<file path="src/rtl/sseg_p2s_tx.sv">
// Serial seven-segment transmitter: shifts a parallel frame out MSB first on a
// divided shift clock, then pulses the output-latch enable so the display updates atomically.
module sseg_p2s_tx #(
  parameter int DATA_BITS = 64,
  parameter int CLK_DIV   = 2
) (
  input  logic                 clk,
  input  logic                 rst,
  input  logic                 start,
  input  logic [DATA_BITS-1:0] par_data,
  output logic                 busy,
  output logic                 done,
  output logic                 s_clk,
  output logic                 s_out,
  output logic                 s_pen,
  output logic                 s_clrn
);

  localparam int BW = (DATA_BITS > 1) ? $clog2(DATA_BITS) : 1;
  localparam int DW = (CLK_DIV > 1) ? $clog2(CLK_DIV) : 1;
  localparam logic [BW-1:0] BIT_LAST = BW'(DATA_BITS - 1);
  localparam logic [DW-1:0] DIV_LAST = DW'(CLK_DIV - 1);

  typedef enum logic [1:0] {IDLE, SHIFT, LATCH, DONE} state_t;

  state_t               state, state_n;
  logic [DW-1:0]        div_cnt, div_cnt_n;
  logic [BW-1:0]        bit_cnt, bit_cnt_n;
  logic [DATA_BITS-1:0] sh, sh_n;
  logic                 s_clk_n;

  always_ff @(posedge clk) begin
    if (rst) begin
      state   <= IDLE;
      div_cnt <= '0;
      bit_cnt <= '0;
      sh      <= '0;
      busy    <= 1'b0;
      done    <= 1'b0;
      s_clk   <= 1'b0;
      s_out   <= 1'b0;
      s_pen   <= 1'b0;
      s_clrn  <= 1'b0;
    end else begin
      state   <= state_n;
      div_cnt <= div_cnt_n;
      bit_cnt <= bit_cnt_n;
      sh      <= sh_n;
      // Outputs are registered from next-state values so they line up with the state.
      busy    <= (state_n == SHIFT) || (state_n == LATCH);
      done    <= (state_n == DONE);
      s_clk   <= s_clk_n;
      s_out   <= (state_n == SHIFT) ? sh_n[DATA_BITS-1] : 1'b0;
      s_pen   <= (state_n == LATCH);
      s_clrn  <= 1'b1;
    end
  end

  always_comb begin
    state_n   = state;
    div_cnt_n = div_cnt;
    bit_cnt_n = bit_cnt;
    sh_n      = sh;
    s_clk_n   = 1'b0;
    case (state)
      IDLE, DONE: begin
        if (start) begin
          state_n   = SHIFT;
          sh_n      = par_data;
          bit_cnt_n = '0;
          div_cnt_n = '0;
        end else if (state == DONE) begin
          state_n = IDLE;
        end
      end
      SHIFT: begin
        s_clk_n = s_clk;
        if (div_cnt == DIV_LAST) begin
          div_cnt_n = '0;
          if (!s_clk) begin
            s_clk_n = 1'b1;
          end else begin
            s_clk_n = 1'b0;
            // Last bit ends here; the counter never advances past DATA_BITS-1.
            if (bit_cnt == BIT_LAST) begin
              state_n = LATCH;
            end else begin
              bit_cnt_n = bit_cnt + 1'b1;
              sh_n      = {sh[DATA_BITS-2:0], 1'b0};
            end
          end
        end else begin
          div_cnt_n = div_cnt + 1'b1;
        end
      end
      LATCH: begin
        if (div_cnt == DIV_LAST) begin
          div_cnt_n = '0;
          state_n   = DONE;
        end else begin
          div_cnt_n = div_cnt + 1'b1;
        end
      end
      default: state_n = IDLE;
    endcase
  end

endmodule

</file>
<file path="config.mk">
export PLATFORM = sky130hd
export DESIGN_NAME = sseg_p2s_tx
export DESIGN_NICKNAME = d
export VERILOG_FILES = /design/src/rtl/sseg_p2s_tx.sv
export SDC_FILE = /design/constraint.sdc
export NUM_CORES = 1
export LEC_CHECK = 0
export ABC_AREA = 1
export BUFFER_PORTS_ARGS = -buffer_cell sky130_fd_sc_hd__buf_2
export CAP_MARGIN = 20
export CORE_UTILIZATION = 35
export CTS_CLUSTER_DIAMETER = 50
export DETAILED_ROUTE_END_ITERATION = 6
export HOLD_SLACK_MARGIN = 0.02
export PLACE_DENSITY = 0.63
export SYNTH_ARGS = -nofsm -noshare
export SYNTH_HDL_FRONTEND = slang
export SYNTH_SLANG_ARGS = --single-unit
</file>
<file path="constraint.sdc">
create_clock -name clk -period 1.9 [get_ports clk]
set_input_delay 0.095 -clock clk [delete_from_list [all_inputs] [get_ports clk]]
set_output_delay 0.095 -clock clk [all_outputs]
set_load 0.005 [all_outputs]
</file>
==> results.yml, run 1 <==
floorplan:
  fp.dieW_um: 107
  dieArea_mm2: 0.0115
  coreArea_mm2: 0.0105
  start_util: 0.368
  row_count: 37
  die_h_um: 107
  pin_count: 73
critical_path:
  cp-start-kind: "flop"
  worstPathArrival_ns: 2.09
  cp_max_fo: 19
  worstReg2RegStart: "state[1]"
  r2r_cells: 11
  critPathKind: "flop to flop"
  cp-end-kind: "flop"
  r2r_slack_ns: 0.1
  worstReg2RegEnd: "sh[45]"
  required_ns: 2.19
worst_hold_path:
  hold_end: "sh[20]"
  hold_start: "par_data[20]"
  hold_depth: 5
  hold_path.class: "primary input to flop"
clock_network:
  cts_buffers: 9
  tritoncts: "done"
  insertion_delay_ns: 0.35
  clkTransAtPathRegs_ns: 0.08
  clock_tree.root_cell: "clkbuf_8"
  clockBufferDepth: 2
  cts_hold_buf: 0
  cts_htree_levels: 3
  cts.sinks: 79
timing:
  finClkSkew_ns: 0.00687
  min_period_ns: 1.80
  min_period_over_period: 0.948
  fmax_mhz: 555
  tns_ns: 0
  timing.hold.ws_ns: 0.0525
  setup_violations: 0
  hold_viol: 0
  slew_violations: 0
  max-slew-margin-rel: 0.762
  worst_pin_slew_ns: 0.356
placement:
  dpl_cell_area_mm2: 0.00441
  port_buffers: 72
  dpl.hpwl_mm: 5.67
  place.gp.congestion: 0.931
global_routing:
  grt_usage: 0.152
  gr-total-overflow: 0
  grt_pass1_wl_mm: 13.9
  grt_max_degree: 56
  antenna_found_initial: 0
  grt_pass1_vias: 3263
finish:
  area_growth_pct: 23.4
  fin_util: 0.454
  nets: 678
  n_antenna_cell: 0
  final_area_mm2: 0.00477
  drive_above_1_share: 0.286
yosys:
  syn_inst: 530
  seq_area_frac_synth: 0.409
  ys_warn_count: 0
  netlist_area_mm2: 0.00386
  syn-num-nets: 604
  synth.distinct_cells: 28
  syn_area_per_cell_um2: 7.29
  ys_ff_latch: 79
pwr:
  ir_worst_vdd_v: 0.000583
  power.total_uw: 6550
  leakage_uw: 0.00192
  powerDensity_mw_per_mm2: 1370
route:
  via_count: 3426
  drt_iter0_drc: 149
  route.detailed.drc: 0
  wire_per_inst_um: 11.6
  wirelength_mm: 8.67
  dr.pass1.iters: 4
  via_per_inst: 4.60
  ant_nets: 0
run:
  drv_cap: 0
run_status:
  status: "finished, final reports clean"
[power breakdown]
part	internal (µW)	total [µW]	switching (µW)
Sequential	2030	2140	112
Combinational	1150	3020	1870
Clock	776	1390	616
Total	3960	6550	2590
[registers in the layout, summed over array words and instances (netlist names)]
name     count
bit_cnt      6
busy         1
div_cnt      1
done         1
s_clk        1
s_clrn       1
s_out        1
s_pen        1
sh          64
state        2
[Yosys cell counts (all sizes together)]
master | number | area share
or2 | 1 | 0.0016
nor2 | 15 | 0.015
o21ai | 128 | 0.22
o21bai | 1 | 0.0019
clkbuf | 7 | 0.0068
a22oi | 1 | 0.0019
buf | 19 | 0.036
a21oi | 10 | 0.015
nand3 | 11 | 0.016
o22ai | 1 | 0.0032
nor3 | 1 | 0.0013
nand2 | 164 | 0.17
dfxtp | 79 | 0.41
nand4 | 2 | 0.0032
inv | 83 | 0.081
ha | 7 | 0.023
[worst max-delay path: stages (launching register included)]
cell       delay [ns]
dfxtp_1          0.33
inv_1            0.08
ha_2             0.21
inv_2            0.08
nor2_2           0.15
o21ai_4          0.07
buf_4            0.20
a21oi_4          0.16
buf_12           0.14
clkbuf_16        0.18
nand2_1          0.07
o21ai_2          0.05
[layout make-up]
type	instances	area, µm²
Fill cell	1048	5740
Multi-Input combinational cell	342	1830
Sequential cell	79	1580
Timing Repair Buffer	89	648
Inverter	83	312
Tap cell	136	170
Clock buffer	11	141
Clock inverter	5	81.3
[timing repair]
item                       in CTS  in global routing
resized for setup               0                 10
setup endpoints to repair       0                 65
setup buffers                   0                  1
[cell usage in the layout (no fill, tap or decap), types with 3 or more instances in the layout]
master     netlist  routed
o21ai_0         53      53
buf_2           11      72
o21ai_1         22      22
nand2_1        160     160
ha_1             7       4
clkbuf_8         0      10
a21oi_1          8       8
nand3_1         10      10
nor2_1          14      14
dfxtp_1         79      77
clkbuf_16        0       3
inv_1           81      81
buf_12           0       7
o21ai_2         52      52
buf_4            2       6
ha_2             0       3
[layer usage]
metal  vias to the layer above  share of wire  GRT usage  routed length, µm
met2                        57           0.47      0.268               4040
met1                      1549           0.48      0.176               4120
met3                         8          0.048     0.0432                416
li1                       1812              -          -                  -
met4                         0          0.011     0.0479                 92
met5                         -              0          0                  0
[logic make-up (layout without fill, tap and decap cells)]
logic type / count (synthesis) / count (layout) / synth area share
AOI/OAI and AO/OA: 141 / 141 / 0.241
adders and majority gates: 7 / 7 / 0.0227
buffers and inverters: 109 / 188 / 0.123
DFF: 79 / 79 / 0.409
and+or+nand+nor: 194 / 194 / 0.204
[how the worst max path moves through the flow]
stage                  start  endpoint  slack [ns]
finish              state[1]    sh[45]         0.1
global route        state[1]    sh[56]      -0.006
CTS                 state[0]    sh[61]        0.02
detailed placement  state[0]      busy        0.05
global placement    state[0]      busy        0.07
floorplan           state[0]      busy        0.16
[through the flow]
| stage | worst slack, ns | instances |
|---|---|---|
| 2_1_floorplan | 0.157 | 530 |
| 3_3_place_gp | 0.0714 | 725 |
| 3_5_place_dp | 0.0469 | 725 |
| 4_1_cts | 0.0209 | 741 |
| 5_1_grt | -0.00631 | 745 |
| 6_report | 0.0981 | 745 |
(Power assumes the default switching activity.)
==> run 2: changes to the inputs <==
--- a/config.mk
+++ b/config.mk
@@ -5,7 +5,6 @@
 export SDC_FILE = /design/constraint.sdc
 export NUM_CORES = 1
 export LEC_CHECK = 0
-export ABC_AREA = 1
 export BUFFER_PORTS_ARGS = -buffer_cell sky130_fd_sc_hd__buf_2
 export CAP_MARGIN = 20
 export CORE_UTILIZATION = 35
==> constraint.sdc (replaced) <==
create_clock -name clk -period 1.9 [get_ports clk]
set_input_delay 0.095 -clock clk [delete_from_list [all_inputs] [get_ports clk]]
set_output_delay 0.095 -clock clk [all_outputs]
set_load 0.1 [all_outputs]
==> results.yml, run 2 <==
run_status:
  status: "finished, final reports clean"
finish:
  drive_above_1_share: 0.338
  final_common_cell: "a22o_1"
  final_area_mm2: 0.00448
  regMostFlops: "sh"
  fin_util: 0.476
  nets: 477
  largest_reg_flops: 64
  top_regs: "sh (64), bit_cnt (6), state (2)"
  area_growth_pct: 29.6
  layout.cells.most_common_list: "a22o_1, dfxtp_1, buf_2"
  n_antenna_cell: 0
worst_hold_path:
  hold_depth: 3
  hold_start: "par_data[30]"
  hold_path.class: "primary input to flop"
  hold_end: "sh[30]"
clock_network:
  clkTransAtPathRegs_ns: 0.09
  insertion_delay_ns: 0.35
  cts_htree_levels: 3
  clockBufferDepth: 2
  clock_tree.root_cell: "clkbuf_8"
  tritoncts: "done"
  cts_buffers: 9
  cts.sinks: 79
critical_path:
  required_ns: 2.12
  worstPathArrival_ns: 2.12
  cp_max_fo: 7
  cp-end-kind: "flop"
  worstReg2RegEnd: "s_out"
  r2r_cells: 8
  critPathKind: "flop to flop"
  cp-start-kind: "flop"
  worstReg2RegStart: "state[0]"
  r2r_slack_ns: 0.004
placement:
  place_ws_ns: -0.0175
  dpl_cell_area_mm2: 0.00406
  port_buffers: 72
  dpl.hpwl_mm: 5.24
  place.gp.congestion: 0.800
timing:
  min_period_ns: 1.90
  min_period_over_period: 0.998
  fmax_mhz: 528
  max-slew-margin-rel: 0.679
  slew_violations: 0
  tns_ns: 0
  setup_violations: 0
  finClkSkew_ns: 0.0113
  hold_viol: 0
  worst_pin_slew_ns: 0.485
  timing.final.ws_setup_ns: 0.00426
route:
  route.detailed.drc: 0
  wirelength_mm: 8.62
  via_per_inst: 5.41
  wire_per_inst_um: 16.1
  via_count: 2907
  dr.pass1.iters: 4
  ant_nets: 0
  drt_iter0_drc: 158
yosys:
  yosys.cell_count.top_type: "a22o_1"
  ys_warn_count: 0
  synth_ff_type: "dfxtp_1"
  synth.area.top_cells: "dfxtp_1, a22o_1, ha_1"
  netlist_area_mm2: 0.00346
  synthTopCellsByCount: "a22o_1, dfxtp_1, clkbuf_1"
  syn-num-nets: 395
  ys_ff_latch: 79
  synth_enable_flop_cells: 0
  synth_area_leader_cell: "dfxtp_1"
  seq_area_frac_synth: 0.457
  synthArstFlopShare: 0
  synth.distinct_cells: 44
  synth_top_area_frac: 0.457
  syn_area_per_cell_um2: 10.8
  syn_inst: 321
global_routing:
  grt_max_degree: 63
  grt_usage: 0.163
  gr-total-overflow: 0
  grt_pass1_wl_mm: 13.1
  antenna_found_initial: 0
  grt_pass1_vias: 2748
pwr:
  power.total_uw: 6030
  ir_worst_vdd_v: 0.000525
  leakage_uw: 0.00190
  powerDensity_mw_per_mm2: 1340
floorplan:
  pin_count: 73
  die_h_um: 101
  start_util: 0.367
  row_count: 35
  dieArea_mm2: 0.0103
  coreArea_mm2: 0.00942
  fp.dieW_um: 101
run:
  drv_cap: 0
## run 2: worst max path at each step
stage / from / end / slack [ns] / depth (start not counted)
2_1_floorplan: state[0] / sh[62] / -0.02 / 8
3_3_place_gp: state[1] / sh[8] / 0.004 / 7
3_5_place_dp: state[1] / sh[4] / -0.02 / 7
4_1_cts: state[0] / sh[61] / 0.007 / 7
5_1_grt: state[0] / s_out / -0.05 / 8
6_report: state[0] / s_out / 0.004 / 8
## run 2: worst max-delay path: stages, from the launching register on
cell and delay, ns:
dfxtp_2 0.34, inv_2 0.09, ha_1 0.39, nor3_1 0.11, a21oi_1 0.25, o41ai_4 0.13, buf_4 0.15, ha_1 0.18
nor3b_1 0.13
## run 2: kinds of logic (layout without fill, tap and decap cells)
family                     count (synthesis)  count (layout)  synth area share
AOI/OAI and AO/OA                        153             153             0.382
DFF                                       79              79             0.457
buffers and inverters                     40             127            0.0611
and+or+nand+nor                           37              37            0.0590
adders and majority gates                  7               7            0.0253
muxes                                      4               4            0.0130
xor gates and xnor gates                   1               1           0.00253
## run 2: stage by stage
stage | instances | hold slack (ns)
after floorplan | 321 | 0.249
after global placement | 509 | 0.351
after detailed placement | 509 | 0.361
after CTS | 527 | 0.0421
after global routing | 537 | 0.0490
final | 537 | 0.0574
## run 2: metal layers
| metal | part of all wire | GRT usage | vias up | routed length [µm] |
|---|---|---|---|---|
| met1 | 0.49 | 0.220 | 1433 | 4210 |
| li1 | - | - | 1423 | - |
| met2 | 0.47 | 0.252 | 46 | 4080 |
| met4 | 0.0086 | 0.0546 | 0 | 74 |
| met3 | 0.029 | 0.0449 | 5 | 251 |
| met5 | 0 | 0 | - | 0 |
## run 2: where the power goes
part / internal (µW) / switching, µW / total, µW / leakage [µW]
logic: 1240 / 1370 / 2610 / 0.00116
registers: 1930 / 159 / 2090 / 0.000644
clock network: 691 / 634 / 1330 / 0.000102
## run 2: final cells by class
class / instances / area, µm²
Clock buffer: 12 / 156
Clock inverter: 4 / 51.3
Fill cell: 891 / 4930
Inverter: 8 / 30.0
Multi-Input combinational cell: 202 / 1750
Sequential cell: 79 / 1590
Tap cell: 129 / 161
Timing Repair Buffer: 103 / 742
## run 2: repair_timing
item / in CTS / in global routing
pin swaps: 2 / 4
cloned: 0 / 5
buffers inserted: 1 / 5
endpoints found under the hold margin: 1 / 0
gates resized for setup: 2 / 14
endpoints found under the setup margin: 63 / 65
hold buffers: 1 / 0
==> run 3: changes to the inputs <==
--- a/config.mk
+++ b/config.mk
@@ -7,11 +7,13 @@
 export LEC_CHECK = 0
 export BUFFER_PORTS_ARGS = -buffer_cell sky130_fd_sc_hd__buf_2
 export CAP_MARGIN = 20
+export CORE_MARGIN = 4
 export CORE_UTILIZATION = 35
 export CTS_CLUSTER_DIAMETER = 50
 export DETAILED_ROUTE_END_ITERATION = 6
 export HOLD_SLACK_MARGIN = 0.02
 export PLACE_DENSITY = 0.63
+export RECOVER_POWER = 100
 export SYNTH_ARGS = -nofsm -noshare
 export SYNTH_HDL_FRONTEND = slang
 export SYNTH_SLANG_ARGS = --single-unit
==> results.yml, run 3 (synthesis gave the netlist of run 2 again) <==
timing:
  fmax_mhz: 539
  slew_violations: 0
  max-slew-margin-rel: 0.219
  min_period_ns: 1.85
  tns_ns: 0
  worst_pin_slew_ns: 1.18
  setup_violations: 0
  timing.final.ws_setup_ns: 0.0454
  hold_viol: 0
  finClkSkew_ns: 0.00762
  min_period_over_period: 0.976
floorplan:
  die_h_um: 107
  row_count: 36
  fp.dieW_um: 107
  pin_count: 73
  start_util: 0.357
  coreArea_mm2: 0.00968
  dieArea_mm2: 0.0115
finish:
  area_growth_pct: 30.1
  regMostFlops: "sh"
  final_common_cell: "a22o_1"
  drive_above_1_share: 0.337
  layout.cells.most_common_list: "a22o_1, dfxtp_1, buf_2"
  top_regs: "sh (64), bit_cnt (6), state (2)"
  largest_reg_flops: 64
  n_antenna_cell: 0
  nets: 481
run:
  drv_cap: 0
clock_network:
  cts_buffers: 9
  tritoncts: "done"
  cts_htree_levels: 3
  clkTransAtPathRegs_ns: 0.08
  clock_tree.root_cell: "clkbuf_8"
  cts.sinks: 79
  clockBufferDepth: 2
  insertion_delay_ns: 0.35
route:
  via_per_inst: 5.34
  drt_iter0_drc: 207
  wire_per_inst_um: 16.0
  route.detailed.drc: 0
  ant_nets: 0
  via_count: 2911
  wirelength_mm: 8.75
  dr.pass1.iters: 4
critical_path:
  crit_slowest_cell: "a222oi_1"
  path_cells: "buf_4 > ha_1 > inv_2 > a311oi_4 > buf_4 > buf_4 > a222oi_1 > nor3b_1"
  required_ns: 2.12
  cpPeakStageDelay_ns: 0.43
  critPathKind: "flop to flop"
  cp_common_cell: "buf_4"
  cp-end-kind: "flop"
  cp_max_fo: 4
  cp-start-kind: "flop"
  worstPathArrival_ns: 2.07
pwr:
  leakage_uw: 0.00189
  ir_worst_vdd_v: 0.000457
  powerDensity_mw_per_mm2: 1340
run_status:
  status: "finished, final reports clean"
global_routing:
  grt_pass1_vias: 2768
  gr-total-overflow: 0
  grt_pass1_wl_mm: 13.3
  antenna_found_initial: 0
  grt_max_degree: 63
  grt_usage: 0.142
placement:
  place_ws_ns: -0.0133
  dpl.hpwl_mm: 5.40
  place.gp.congestion: 0.831
  port_buffers: 72
worst_hold_path:
  hold_path.class: "primary input to flop"
## run 3: metal layers
metal  global-route usage  part of all wire  up-vias
li1                     -                 -     1436
met1                0.192              0.46     1417
met2                0.225              0.50       54
met3               0.0294             0.035        4
met4               0.0532            0.0086        0
met5                    0                 0        -
## run 3: power by group
| part | internal, µW | leakage [µW] | switching, µW |
|---|---|---|---|
| Sequential | 1930 | 0.000644 | 152 |
| Clock | 750 | 0.000108 | 628 |
| Combinational | 1170 | 0.00114 | 1390 |
| Total | 3850 | 0.00189 | 2170 |
## run 3: metrics by stage
step	utilization	total power, µW	cell area (µm²)	hold WS (ns)	cells
final	0.465	6010	4500	0.0630	545
after global routing	0.465	6380	4500	0.0546	545
after floorplan	-	3770	3500	0.249	321
after CTS	0.451	5780	4360	0.0428	537
after global placement	0.425	4300	4120	0.351	518
after detailed placement	0.425	4350	4120	0.359	518
## run 3: worst max-delay path: cells and delay by family (launching register included)
family,cells,cell delay (ns)
buffers and inverters,4,0.57
AO/OA/AOI/OAI,2,0.49
flip-flops,1,0.33
adder cells (fa/ha/maj),1,0.24
AND/OR/NAND/NOR,1,0.09
## run 3: final timing paths
kind,from,end,slack [ns],cells past startpoint
hold reg to reg,sh[8],sh[8],0.48,1
hold / removal,par_data[26],sh[26],0.06,3
setup reg to reg,state[0],s_out,0.05,8
setup / recovery,state[0],s_out,0.05,8
## run 3: layout make-up
cell class	instances	area [µm²]
multi-input combinational	202	1760
sequential	79	1590
tap	133	166
inverter	8	30.0
clock buffer	10	128
fill	920	5180
clock inverter	6	91.3
timing repair buffer	107	727
## run 3: what timing repair did
action | 4_1_cts | 5_1_grt
endpoints found under the hold margin | 3 | 0
cloned | 0 | 2
hold buffers | 2 | 0
setup buffers | 1 | 6
resized for setup | 2 | 18
setup endpoints to repair | 52 | 67
pin swaps | 3 | 4
